File: src/rtl/ysyx_22050598_idu_decode_queue_if.sv
// IFU -> decode queue -> ID/EX handshake bundle.
// slave = queue side, master = surrounding pipeline.
interface ysyx_22050598_idu_decode_queue_if #(
  parameter int XLEN  = 64,
  parameter int DEPTH = 4
);
  localparam int CW = $clog2(DEPTH) + 1;

  logic            flush_i;
  logic            if_valid_i;
  logic            if_ready_o;
  logic [XLEN-1:0] if_pc_i;
  logic [31:0]     if_inst_i;
  logic            id_valid_o;
  logic            id_ready_i;
  logic [XLEN-1:0] id_pc_o;
  logic [31:0]     id_inst_o;
  logic [5:0]      id_type_o;
  logic [XLEN-1:0] id_imm_o;
  logic [4:0]      id_rs1_idx_o;
  logic [4:0]      id_rs2_idx_o;
  logic [4:0]      id_rd_idx_o;
  logic            id_w_reg_en_o;
  logic            id_inst_is_rv64_o;
  logic            id_inst_is_illegal_o;
  logic [CW-1:0]   id_count_o;

  modport slave (
    input  flush_i, if_valid_i, if_pc_i, if_inst_i, id_ready_i,
    output if_ready_o, id_valid_o, id_pc_o, id_inst_o, id_type_o,
    output id_imm_o, id_rs1_idx_o, id_rs2_idx_o, id_rd_idx_o,
    output id_w_reg_en_o, id_inst_is_rv64_o, id_inst_is_illegal_o,
    output id_count_o
  );

  modport master (
    output flush_i, if_valid_i, if_pc_i, if_inst_i, id_ready_i,
    input  if_ready_o, id_valid_o, id_pc_o, id_inst_o, id_type_o,
    input  id_imm_o, id_rs1_idx_o, id_rs2_idx_o, id_rd_idx_o,
    input  id_w_reg_en_o, id_inst_is_rv64_o, id_inst_is_illegal_o,
    input  id_count_o
  );
endinterface

File: src/rtl/ysyx_22050598_idu_decode_queue.sv
// Buffered decode front-end: DEPTH-entry {pc,inst} queue
// with combinational RV32I/RV64I decode of the head entry.
module ysyx_22050598_idu_decode_queue #(
  parameter int XLEN  = 64,
  parameter int DEPTH = 4
) (
  input logic clk,
  input logic rst,
  ysyx_22050598_idu_decode_queue_if.slave bus
);
  localparam int AW = $clog2(DEPTH);
  localparam int CW = AW + 1;
  localparam bit IS32 = (XLEN == 32);

  logic [XLEN-1:0] r_pc   [DEPTH];
  logic [31:0]     r_inst [DEPTH];
  logic [AW-1:0]   r_wr;
  logic [AW-1:0]   r_rd;
  logic [CW-1:0]   r_cnt;

  logic w_ready;
  logic w_valid;
  logic w_push;
  logic w_pop;

  assign w_ready = (r_cnt != CW'(DEPTH));
  assign w_valid = (r_cnt != '0);
  assign w_push  = bus.if_valid_i & w_ready & ~bus.flush_i;
  assign w_pop   = w_valid & bus.id_ready_i & ~bus.flush_i;

  always_ff @(posedge clk) begin
    if (rst) begin
      r_wr  <= '0;
      r_rd  <= '0;
      r_cnt <= '0;
    end else if (bus.flush_i) begin
      r_wr  <= '0;
      r_rd  <= '0;
      r_cnt <= '0;
    end else begin
      if (w_push) r_wr <= r_wr + 1'b1;
      if (w_pop)  r_rd <= r_rd + 1'b1;
      case ({w_push, w_pop})
        2'b10:   r_cnt <= r_cnt + 1'b1;
        2'b01:   r_cnt <= r_cnt - 1'b1;
        default: r_cnt <= r_cnt;
      endcase
    end
  end

  // Storage needs no reset: unread slots are never exposed.
  always_ff @(posedge clk) begin
    if (w_push) begin
      r_pc[r_wr]   <= bus.if_pc_i;
      r_inst[r_wr] <= bus.if_inst_i;
    end
  end

  logic [XLEN-1:0] w_pc;
  logic [31:0]     w_inst;
  logic [6:0]      w_opc;
  logic [2:0]      w_f3;

  assign w_pc   = r_pc[r_rd];
  assign w_inst = r_inst[r_rd];
  assign w_opc  = w_inst[6:0];
  assign w_f3   = w_inst[14:12];

  logic w_r, w_i, w_s, w_b, w_u, w_j;
  logic w_wop, w_load, w_opimm, w_opimmw, w_sh;
  logic w_known, w_ill, w_wen, w_rv64;

  assign w_r = (w_opc == 7'b0110011) | (w_opc == 7'b0111011);
  assign w_i = (w_opc == 7'b0010011) | (w_opc == 7'b0011011)
             | (w_opc == 7'b1100111) | (w_opc == 7'b0000011)
             | (w_opc == 7'b1110011);
  assign w_s = (w_opc == 7'b0100011);
  assign w_b = (w_opc == 7'b1100011);
  assign w_u = (w_opc == 7'b0110111) | (w_opc == 7'b0010111);
  assign w_j = (w_opc == 7'b1101111);

  assign w_known  = w_r | w_i | w_s | w_b | w_u | w_j;
  assign w_wop    = (w_opc == 7'b0111011) | (w_opc == 7'b0011011);
  assign w_load   = (w_opc == 7'b0000011);
  assign w_opimm  = (w_opc == 7'b0010011);
  assign w_opimmw = (w_opc == 7'b0011011);
  assign w_sh     = (w_f3 == 3'b001) | (w_f3 == 3'b101);

  // shamt[5] only exists for RV64 non-W shifts.
  assign w_ill = ~w_known
    | (IS32 & (w_wop
        | (w_load & ((w_f3 == 3'b011) | (w_f3 == 3'b110)))
        | (w_s & (w_f3 == 3'b011))
        | (w_opimm & w_sh & w_inst[25])))
    | (w_opimmw & w_sh & w_inst[25])
    | ((w_opc == 7'b1100111) & (w_f3 != 3'b000));

  assign w_wen  = (w_r | w_i | w_u | w_j) & ~w_ill
                & (w_inst[11:7] != 5'd0);
  assign w_rv64 = w_wop & ~w_ill;

  logic [31:0] w_imm32;

  always_comb begin
    w_imm32 = '0;
    if (!w_ill) begin
      unique case (1'b1)
        w_i: w_imm32 = {{20{w_inst[31]}}, w_inst[31:20]};
        w_s: w_imm32 = {{20{w_inst[31]}}, w_inst[31:25],
                        w_inst[11:7]};
        w_b: w_imm32 = {{19{w_inst[31]}}, w_inst[31], w_inst[7],
                        w_inst[30:25], w_inst[11:8], 1'b0};
        w_u: w_imm32 = {w_inst[31:12], 12'b0};
        w_j: w_imm32 = {{11{w_inst[31]}}, w_inst[31],
                        w_inst[19:12], w_inst[20],
                        w_inst[30:21], 1'b0};
        default: w_imm32 = '0;
      endcase
    end
  end

  logic [XLEN-1:0] w_imm;
  assign w_imm = XLEN'($signed(w_imm32));

  assign bus.if_ready_o = w_ready;
  assign bus.id_valid_o = w_valid;
  assign bus.id_count_o = r_cnt;

  assign bus.id_pc_o      = w_valid ? w_pc : '0;
  assign bus.id_inst_o    = w_valid ? w_inst : '0;
  assign bus.id_type_o    = w_valid ? {w_r, w_i, w_s, w_b, w_u, w_j}
                                    : '0;
  assign bus.id_imm_o     = w_valid ? w_imm : '0;
  assign bus.id_rs1_idx_o = w_valid ? w_inst[19:15] : '0;
  assign bus.id_rs2_idx_o = w_valid ? w_inst[24:20] : '0;
  assign bus.id_rd_idx_o  = w_valid ? w_inst[11:7] : '0;

  assign bus.id_w_reg_en_o        = w_valid & w_wen;
  assign bus.id_inst_is_rv64_o    = w_valid & w_rv64;
  assign bus.id_inst_is_illegal_o = w_valid & w_ill;
endmodule

File: src/flat_wrapper.sv
// flat-port wrapper written by rule: the top's interface ports become plain ports
module ysyx_22050598_idu_decode_queue_flat 
#(
  parameter int XLEN  = 64,
  parameter int DEPTH = 4
)
  (clk, rst, bus_flush_i, bus_if_valid_i, bus_if_pc_i, bus_if_inst_i, bus_id_ready_i, bus_if_ready_o, bus_id_valid_o, bus_id_pc_o, bus_id_inst_o, bus_id_type_o, bus_id_imm_o, bus_id_rs1_idx_o, bus_id_rs2_idx_o, bus_id_rd_idx_o, bus_id_w_reg_en_o, bus_id_inst_is_rv64_o, bus_id_inst_is_illegal_o, bus_id_count_o);
  ysyx_22050598_idu_decode_queue_if #(.XLEN(XLEN), .DEPTH(DEPTH)) bus_i ();
  input logic clk;
  input logic rst;
  input wire logic [$bits(bus_i.flush_i)-1:0] bus_flush_i;
  input wire logic [$bits(bus_i.if_valid_i)-1:0] bus_if_valid_i;
  input wire logic [$bits(bus_i.if_pc_i)-1:0] bus_if_pc_i;
  input wire logic [$bits(bus_i.if_inst_i)-1:0] bus_if_inst_i;
  input wire logic [$bits(bus_i.id_ready_i)-1:0] bus_id_ready_i;
  output wire logic [$bits(bus_i.if_ready_o)-1:0] bus_if_ready_o;
  output wire logic [$bits(bus_i.id_valid_o)-1:0] bus_id_valid_o;
  output wire logic [$bits(bus_i.id_pc_o)-1:0] bus_id_pc_o;
  output wire logic [$bits(bus_i.id_inst_o)-1:0] bus_id_inst_o;
  output wire logic [$bits(bus_i.id_type_o)-1:0] bus_id_type_o;
  output wire logic [$bits(bus_i.id_imm_o)-1:0] bus_id_imm_o;
  output wire logic [$bits(bus_i.id_rs1_idx_o)-1:0] bus_id_rs1_idx_o;
  output wire logic [$bits(bus_i.id_rs2_idx_o)-1:0] bus_id_rs2_idx_o;
  output wire logic [$bits(bus_i.id_rd_idx_o)-1:0] bus_id_rd_idx_o;
  output wire logic [$bits(bus_i.id_w_reg_en_o)-1:0] bus_id_w_reg_en_o;
  output wire logic [$bits(bus_i.id_inst_is_rv64_o)-1:0] bus_id_inst_is_rv64_o;
  output wire logic [$bits(bus_i.id_inst_is_illegal_o)-1:0] bus_id_inst_is_illegal_o;
  output wire logic [$bits(bus_i.id_count_o)-1:0] bus_id_count_o;
  assign bus_i.flush_i = bus_flush_i;
  assign bus_i.if_valid_i = bus_if_valid_i;
  assign bus_i.if_pc_i = bus_if_pc_i;
  assign bus_i.if_inst_i = bus_if_inst_i;
  assign bus_i.id_ready_i = bus_id_ready_i;
  assign bus_if_ready_o = bus_i.if_ready_o;
  assign bus_id_valid_o = bus_i.id_valid_o;
  assign bus_id_pc_o = bus_i.id_pc_o;
  assign bus_id_inst_o = bus_i.id_inst_o;
  assign bus_id_type_o = bus_i.id_type_o;
  assign bus_id_imm_o = bus_i.id_imm_o;
  assign bus_id_rs1_idx_o = bus_i.id_rs1_idx_o;
  assign bus_id_rs2_idx_o = bus_i.id_rs2_idx_o;
  assign bus_id_rd_idx_o = bus_i.id_rd_idx_o;
  assign bus_id_w_reg_en_o = bus_i.id_w_reg_en_o;
  assign bus_id_inst_is_rv64_o = bus_i.id_inst_is_rv64_o;
  assign bus_id_inst_is_illegal_o = bus_i.id_inst_is_illegal_o;
  assign bus_id_count_o = bus_i.id_count_o;
  ysyx_22050598_idu_decode_queue #(.XLEN(XLEN), .DEPTH(DEPTH)) u_core (.clk(clk), .rst(rst), .bus(bus_i));
endmodule
File: config.mk
export PLATFORM = sky130hd
export DESIGN_NAME = ysyx_22050598_idu_decode_queue_flat
export DESIGN_NICKNAME = d
export VERILOG_FILES = /design/src/rtl/ysyx_22050598_idu_decode_queue_if.sv /design/src/rtl/ysyx_22050598_idu_decode_queue.sv /design/src/flat_wrapper.sv
export SDC_FILE = /design/constraint.sdc
export NUM_CORES = 1
export LEC_CHECK = 0
export ABC_CLOCK_PERIOD_IN_PS = 4900
export BUFFER_PORTS_ARGS = -buffer_cell sky130_fd_sc_hd__buf_2
export CAP_MARGIN = 20
export CORE_ASPECT_RATIO = 1.4
export CORE_UTILIZATION = 56
export DETAILED_ROUTE_END_ITERATION = 16
export PLACE_DENSITY = 0.8
export SLEW_MARGIN = 10
export SYNTH_ARGS = -nofsm -noshare
export SYNTH_HDL_FRONTEND = slang
export SYNTH_SLANG_ARGS = --single-unit
File: constraint.sdc
create_clock -name clk -period 4.9 [get_ports clk]
set_clock_uncertainty 0.15 [all_clocks]
set_input_delay 0.735 -clock clk [delete_from_list [all_inputs] [get_ports clk]]
set_output_delay 0.735 -clock clk [all_outputs]
set_load 0.1 [all_outputs]
# Word level (Yosys, flattened, before mapping)
# Memories as Yosys holds them, arrays and structs flattened. A register that Yosys moved wholly into a read port is not among the register bits.
# Cells that the tools add are included.
word_totals:
  ff_bits: 7
  latch_bits: 0
  ramBits: 384
  rom_bits: 0
  input_bits: 101
  out_inout_bits: 189
  word_cells: 80
  memories: 2
mem_list:
  columns: ["memory", "words", "word_bits", "rd", "rd_clocked_by_memory_dff", "write_ports", "line_no", "rtl"]
  rows:
  - ["u_core.r_pc", 4, 64, 1, 1, 1, "ysyx_22050598_idu_decode_queue.sv:15", "logic [XLEN-1:0] r_pc [DEPTH];"]
  - ["u_core.r_inst", 4, 32, 1, 1, 1, "ysyx_22050598_idu_decode_queue.sv:16", "logic [31:0] r_inst [DEPTH];"]
op_classes:
  add_sub_neg: 4
  n_mul: 0
  n_div: 0
  magnitude_cmp: 0
  eq_ne: 17
  n_shift: 0
  mux: 16
  n_bitwise: 33
  n_reduce_logical: 5
op_table:
  columns: ["cell", "n"]
  rows:
  - ["$pmux 32 s5", 1]
  - ["$mux 64", 2]
  - ["$mux 32", 2]
  - ["$eq 7x6->1 const B", 4]
  - ["$eq 7x7->1 const B", 4]
  - ["$eq 7x5->1 const B", 3]
  - ["$or 1x1->1", 17]
  - ["$mux 5", 3]
  - ["$and 1x1->1", 13]
  - ["$mux 2", 4]
  - ["$eq 7x2->1 const B", 1]
  - ["$mux 6", 1]
  - ["$pmux 3 s2", 1]
  - ["$reduce_bool 3->1", 2]
  - ["$reduce_bool 5->1", 1]
  - ["$add 2x1->2 const B", 2]
  - ["$add 3x1->3 const B", 1]
  - ["$eq 3x1->1 const B", 1]
  - ["$eq 3x3->1 const B", 1]
  - ["$ne 3x3->1 const B", 1]
  - ["$not 1->1", 3]
  - ["$sub 3x1->3 const B", 1]
  - ["$eq 2x1->1 const B", 1]
  - ["$eq 2x2->1 const B", 1]
  - ["other kinds (3)", 4]

# Longest topological paths before layout
# Gate-level depths: netlist of the first run.
logic_depth:
  word_depth: 17
  mapped_depth: 11
  ltp_nobuf: 11

# Worst setup path before layout of the first run
# OpenSTA, ideal clock, no wires.
synth_timing:
  kind: "register -> output"
  from: "register with a tool-made name"
  to: "output bus_id_imm_o[32]"
  arrival_time_ns: 4.723
  required_ns: 4.015
  path_slack_ns: -0.708
  path_stages_with_launch: 10
  path_buffers: 4
  cell_sequence: "dfxtp_1 -> buf_6 -> buf_6 -> mux4_2 -> nor3_1 -> nor4_1 -> a311o_1 -> buf_2 -> nor2_1 -> buf_4"
synth_lines:
  columns: ["item", "line_no", "rtl"]
  rows:
  - ["end: declaration", "flat_wrapper.sv:21", "output wire logic [$bits(bus_i.id_imm_o)-1:0] bus_id_imm_o;"]

==> results.cfg, run 1 <==
[run_status]
outcome = finished, final reports clean

[die]
core_um2 = 28310
die_y_um = 202.4
start_util_pct = 56.71
die-area_um2 = 29360
die_w_um = 145.1
rows = 73
io_pins = 290

[worst_setup_path]
cp.arrival_ps = 3700
cpPeakStageDelay_ps = 650
path_cells = buf_4 > mux4_2 > nand3b_1 > nor4_1 > a311o_1 > nor3b_2 > and2_1 > buf_2
required_ps = 4010
cpLargestDelayFamily = simple AND/OR/NAND/NOR gates
critPathBufInv = 2
slowest_stage = mux4_2
critPathKind = reg -> out
critPathCaptureType = output port
crit_fanout = 12
cp-start-kind = register

[cts]
cts_hold_buf = 0
cts.path.max_buffers = 3
cts.sinks = 393
htreeDepth = 2
clock_latency_ps = 500
cts_made_buffers = 36
clkTransAtPathRegs_ps = 60
cts_setup_buffers = 0
cts_tree = yes
root_buffer = clkbuf_16

[sta]
setup_viol = 0
slew_viol_final = 0
max_freq_mhz = 217.9
fin_tns_setup_ps = 0
period_needed_ps = 4588
max_slew.worst_pin.slew_ps = 777.3
relSlewSlack_pct = 47.99
rsz0062_at_grt = false
fin_crit_sh_pct = 93.64
finalHoldViolations = 0

[synth]
ys_seq_area_share_pct = 72.94
synth_edf_count = 384
synthesis.nets = 954
syn-cell-area_um2 = 16060
postSynth.asyncResetShare_pct = 0
synth_seq_cells = 393
syn_inst = 847
synth_cell_types = 51
ys.flop_type = edfxtp_1
syn_area_per_cell_um2 = 18.96
yosys_warnings = 0

[power]
finalPower_mw = 7.109
peakVddDrop_mv = 0.3540
p_leak_nw = 6.797
power_density_nw_per_um2 = 368.5

[detailed_routing]
via_per_inst = 5.637
dr.pass1.iters = 5
num_vias = 8473
drtIter0Drc = 451
ant_nets = 0
wire_per_inst_um = 22.21
drc = 0
wl_um = 33390

[layout]
multi_input_area_um2 = 3772
design_area_um2 = 19290
seqCellArea_um2 = 11720
drive_gt1_share_pct = 41.90
nets = 1206
synthToLayoutAreaGrowth_pct = 20.16
fillers = 1853

[global_route]
grt_first_pass_wirelength_um = 50030
grt_usage_pct = 22.87
grt-ovfl-total = 0
grt_max_degree = 70
antenna_found_initial = 8
first_global_vias = 8815

[placement]
routabilityCongestion = 0.9067
placed_area_um2 = 18090
place_hpwl_um = 21400
port_buffers = 289

[min_path]
worstHoldPathType = in -> reg

[run]
maxCapViolCount = 0
==> synth_stat cells (all sizes together), types with 2 or more instances <==
master / number / area, um2
a32oi: 4 / 35.03
mux2i: 2 / 20.02
xnor2: 2 / 17.52
edfxtp: 384 / 11530
nor3b: 4 / 35.03
buf: 73 / 495.5
nor3: 5 / 30.03
nand3: 5 / 30.03
mux4: 96 / 2162
clkbuf: 16 / 60.06
and2: 109 / 681.9
nand3b: 2 / 15.01
xor2: 3 / 26.28
nor2: 25 / 103.9
a21oi: 27 / 157.6
nand2: 34 / 127.6
ha: 5 / 62.56
a31oi: 2 / 12.51
inv: 8 / 30.03
nor2b: 3 / 18.77
o22ai: 2 / 12.51
nand2b: 3 / 18.77
o21ai: 6 / 30.02
dfxtp: 9 / 180.2
==> layout by cell type, fill, tap and decap left out, drive strengths merged, types with 2 or more instances in the layout <==
master and instances:
dfxtp 9, clkinv 12, xnor2 2, nand3b 2
nand2b 3, nor3b 4, bufinv 6, edfxtp 384
nand3 5, nor3 5, a21oi 27, a32oi 4
a31oi 2, o21ai 6, o22ai 2, nand2 34
inv 8, diode 4, buf 303, ha 5
xor2 3, nor2 25, mux2i 2, mux4 96
clkbuf 45, and2 109, nor2b 3
==> flip-flops by register name (all words and copies together) (netlist names), named ones only <==
signal,count
u_core.r_wr,2
u_core.r_pc,256
u_core.r_inst,128
u_core.bus.id_count_o,3
u_core.r_rd,2
==> stage by stage <==
step	hold slack, ps	setup WS (ps)	std cells	utilization, %
after floorplan	319.2	134.7	847	-
after global placement	343.2	686.1	1436	63.88
after detailed placement	349.0	636.3	1436	63.88
after CTS	247.8	87.80	1499	68.09
after global routing	259.3	14.76	1503	68.14
final	276.7	311.7	1503	68.14
==> where the power goes <==
group / internal (mW) / switching [mW]
Combinational: 0.123 / 0.398
Clock: 1.70 / 1.13
Sequential: 3.75 / 0.0140
Total: 5.57 / 1.54
==> final timing paths <==
kind                                  from                 end  slack (ps)  depth (start not counted)
setup / recovery                  register    bus_id_imm_o[10]         310                          8
hold reg to reg             u_core.r_wr[1]      u_core.r_wr[1]         360                          2
setup reg to reg  u_core.bus.id_count_o[0]  u_core.r_pc[0][46]        2300                          6
hold / removal             bus_if_pc_i[32]  u_core.r_pc[1][32]         280                          1
==> layer usage <==
layer / wire (um) / track usage, %
met3: 1972 / 5.056
met5: 40 / 0
met4: 1162 / 10.94
met1: 12300 / 26.13
met2: 17910 / 40.78
==> logic make-up after synthesis <==
| family | Yosys count | synth area share, % |
|---|---|---|
| buf+inv | 97 | 3.647 |
| simple gates | 198 | 6.982 |
| compound gates | 50 | 2.057 |
| flops | 393 | 72.94 |
| fa+ha+maj | 6 | 0.5143 |
| xor+xnor | 5 | 0.2728 |
| mux | 98 | 13.59 |
==> cell type report <==
type / instances / area share [%]
Clock inverter: 18 / 1.226
Timing Repair Buffer: 303 / 10.89
Tap cell: 375 / 2.432
Clock buffer: 45 / 4.955
Multi-Input combinational cell: 357 / 19.55
Inverter: 8 / 0.1556
Antenna cell: 4 / 0.05188
Sequential cell: 393 / 60.74
==> what timing repair did <==
item / in CTS / in global routing
endpoints found under the setup margin: 0 / 33
gates resized for setup: 0 / 1
hold endpoints to repair: 0 / 0
No activity file was read; power rests on OpenSTA's default activity.
==> run 2, diff against run 1 <==
--- a/config.mk
+++ b/config.mk
@@ -5,13 +5,13 @@
 export SDC_FILE = /design/constraint.sdc
 export NUM_CORES = 1
 export LEC_CHECK = 0
-export ABC_CLOCK_PERIOD_IN_PS = 4900
+export ABC_CLOCK_PERIOD_IN_PS = 4100
 export BUFFER_PORTS_ARGS = -buffer_cell sky130_fd_sc_hd__buf_2
 export CAP_MARGIN = 20
 export CORE_ASPECT_RATIO = 1.4
-export CORE_UTILIZATION = 56
+export CORE_UTILIZATION = 50
 export DETAILED_ROUTE_END_ITERATION = 16
-export PLACE_DENSITY = 0.8
+export PLACE_DENSITY = 0.76
 export SLEW_MARGIN = 10
 export SYNTH_ARGS = -nofsm -noshare
 export SYNTH_HDL_FRONTEND = slang
==> constraint.sdc (replaced) <==
create_clock -name clk -period 4.1 [get_ports clk]
set_clock_uncertainty 0.15 [all_clocks]
set_input_delay 0.615 -clock clk [delete_from_list [all_inputs] [get_ports clk]]
set_output_delay 0.615 -clock clk [all_outputs]
set_load 0.1 [all_outputs]
==> run 2 against run 1 <==
Power up 18%. Sequential power up 20%. Via count up 2.4%. Flip-flop and latch count unchanged. Sequential share of layout area down 2.6 points. Highest routed layer unchanged. Wire length up 1.3%. Setup slack worse by 210 ps. Register-to-register slack worse by 800 ps. Final area up 4.5%. Global-route usage down 1.8 points. Critical path depth up 1. Count of clock-buffer cells in the layout up 2.
==> results.cfg, run 2 (same netlist as run 1, synthesis figures left out) <==
[worst_setup_path]
critPathCaptureType = output port
crit_fanout = 11
worstRegToRegCells = 9
reg2reg_slack_ps = 1500
worst_r2r_endpoint = u_core.bus.id_count_o[2]
required_ps = 3340
worstReg2RegStart = u_core.bus.id_count_o[0]
cp-start-kind = register
critPathKind = reg -> out
cp.arrival_ps = 3240

[placement]
place_hpwl_um = 22610
placed_area_um2 = 18820
port_buffers = 289
routabilityCongestion = 0.9635

[layout]
fillers = 2177
regMostFlops = u_core.r_pc
synthToLayoutAreaGrowth_pct = 25.55
nets = 1248
design_area_um2 = 20160
final_cell_mix = edfxtp_1, buf_2, and2_1
largest_reg_flops = 256
multi_input_area_um2 = 3892
layout_commonest_cell = edfxtp_1
seqCellArea_um2 = 11720
drive_gt1_share_pct = 46.26

[sta]
hold-worst-slack_ps = 163.6
rsz0062_at_grt = true
max_slew.worst_pin.slew_ps = 724.4
period_needed_ps = 4002
finalHoldViolations = 0
relSlewSlack_pct = 51.64
setup_viol = 0
fin_crit_sh_pct = 97.60
slew_viol_final = 0
max_freq_mhz = 249.9

[cts]
htreeDepth = 2
cts_tree = yes
cts_made_buffers = 37
cts.path.max_buffers = 3
clkTransAtPathRegs_ps = 60
root_buffer = clkbuf_16
cts.sinks = 393
clock_latency_ps = 510

[power]
seq_power_share_pct = 53.4
p_int_mw = 6.555
finalPower_mw = 8.416
power_density_nw_per_um2 = 417.5
p_leak_nw = 7.084
p_sw_share_pct = 22.11
pwr-share-clk_pct = 38.8
combPwrFrac_pct = 7.8
p_switching_mw = 1.861
peakVddDrop_mv = 0.3634

[global_route]
grt-ovfl-total = 0
grt_usage_pct = 21.02
first_global_vias = 9144
grt_first_pass_wirelength_um = 51740
grt_max_degree = 47
antenna_found_initial = 11

[die]
die-area_um2 = 32840
core_um2 = 31600
rows = 77
die_w_um = 153.5
start_util_pct = 50.81
io_pins = 290
die_y_um = 214.0

[run]
maxCapViolCount = 0

[detailed_routing]
via_per_inst = 5.543
wire_per_inst_um = 21.60
wl_um = 33830
ant_nets = 0
drtIter0Drc = 453
num_vias = 8680
drc = 0
dr.pass1.iters = 5

[min_path]
worstHoldPathType = in -> reg
min_from = bus_if_pc_i[18]
holdPathStages = 1
min_to = u_core.r_pc[2][18]

[run_status]
outcome = finished, final reports clean
## run 2: metrics by stage
step | util, % | worst slack (ps) | cells | TNS (ps)
floorplan | - | -66.96 | 847 | -244.3
global placement | 59.48 | -193.9 | 1492 | -6176
detailed placement | 59.54 | 294.4 | 1493 | 0
CTS | 63.38 | -162.8 | 1556 | -1800
global route | 63.78 | -27.59 | 1564 | -58.08
finish | 63.79 | 98.43 | 1566 | 0
## run 2: worst max-delay path: stages, from the launching register on
cell and delay [ps]:
dfxtp_4 400, mux4_2 530, buf_4 160, buf_4 170, nor2b_1 140, o31a_1 270, o22ai_1 390, a32oi_1 240
nor2_1 220, buf_12 210
## run 2: area by class of cell
cell class,instances,area share [%]
clock inverters,14,0.7758
clock buffers,47,4.934
repair buffers,344,14.15
flip-flops and latches,393,58.13
inverters,8,0.1490
diodes,8,0.09931
well taps,395,2.452
multi-input cells,357,19.31
## run 2: power by group through the flow
stage	registers [mW]	clock network, mW	logic [mW]
final	4.50	3.27	0.656
after global routing	4.50	3.46	0.690
after CTS	4.50	3.32	0.653
after detailed placement	4.58	0	0.650
after global placement	4.58	0	0.638
after floorplan	4.58	0	0.447
## run 2: repair_timing
| action | 4_1_cts | 5_1_grt |
|---|---|---|
| hold buffers | 0 | 0 |
| gates cloned | 0 | 0 |
| pin swaps | 1 | 3 |
| gates resized for setup | 5 | 21 |
| buffers inserted | 2 | 2 |
| endpoints found under the setup margin | 45 | 33 |
## run 2: worst max-delay path by stage
stage,startpoint,to,cells past startpoint
6_report,register,bus_id_imm_o[1],9
3_3_place_gp,register,bus_id_imm_o[54],7
5_1_grt,register,bus_id_imm_o[21],9
3_5_place_dp,register,bus_id_w_reg_en_o,6
2_1_floorplan,register,bus_id_imm_o[17],8
4_1_cts,register,bus_id_imm_o[20],9
## run 2: routing by layer
| metal | routed length [um] | GRT usage, % |
|---|---|---|
| met3 | 2184 | 4.669 |
| met5 | 27 | 0 |
| met1 | 11930 | 22.40 |
| met4 | 1352 | 10.30 |
| met2 | 18330 | 38.92 |
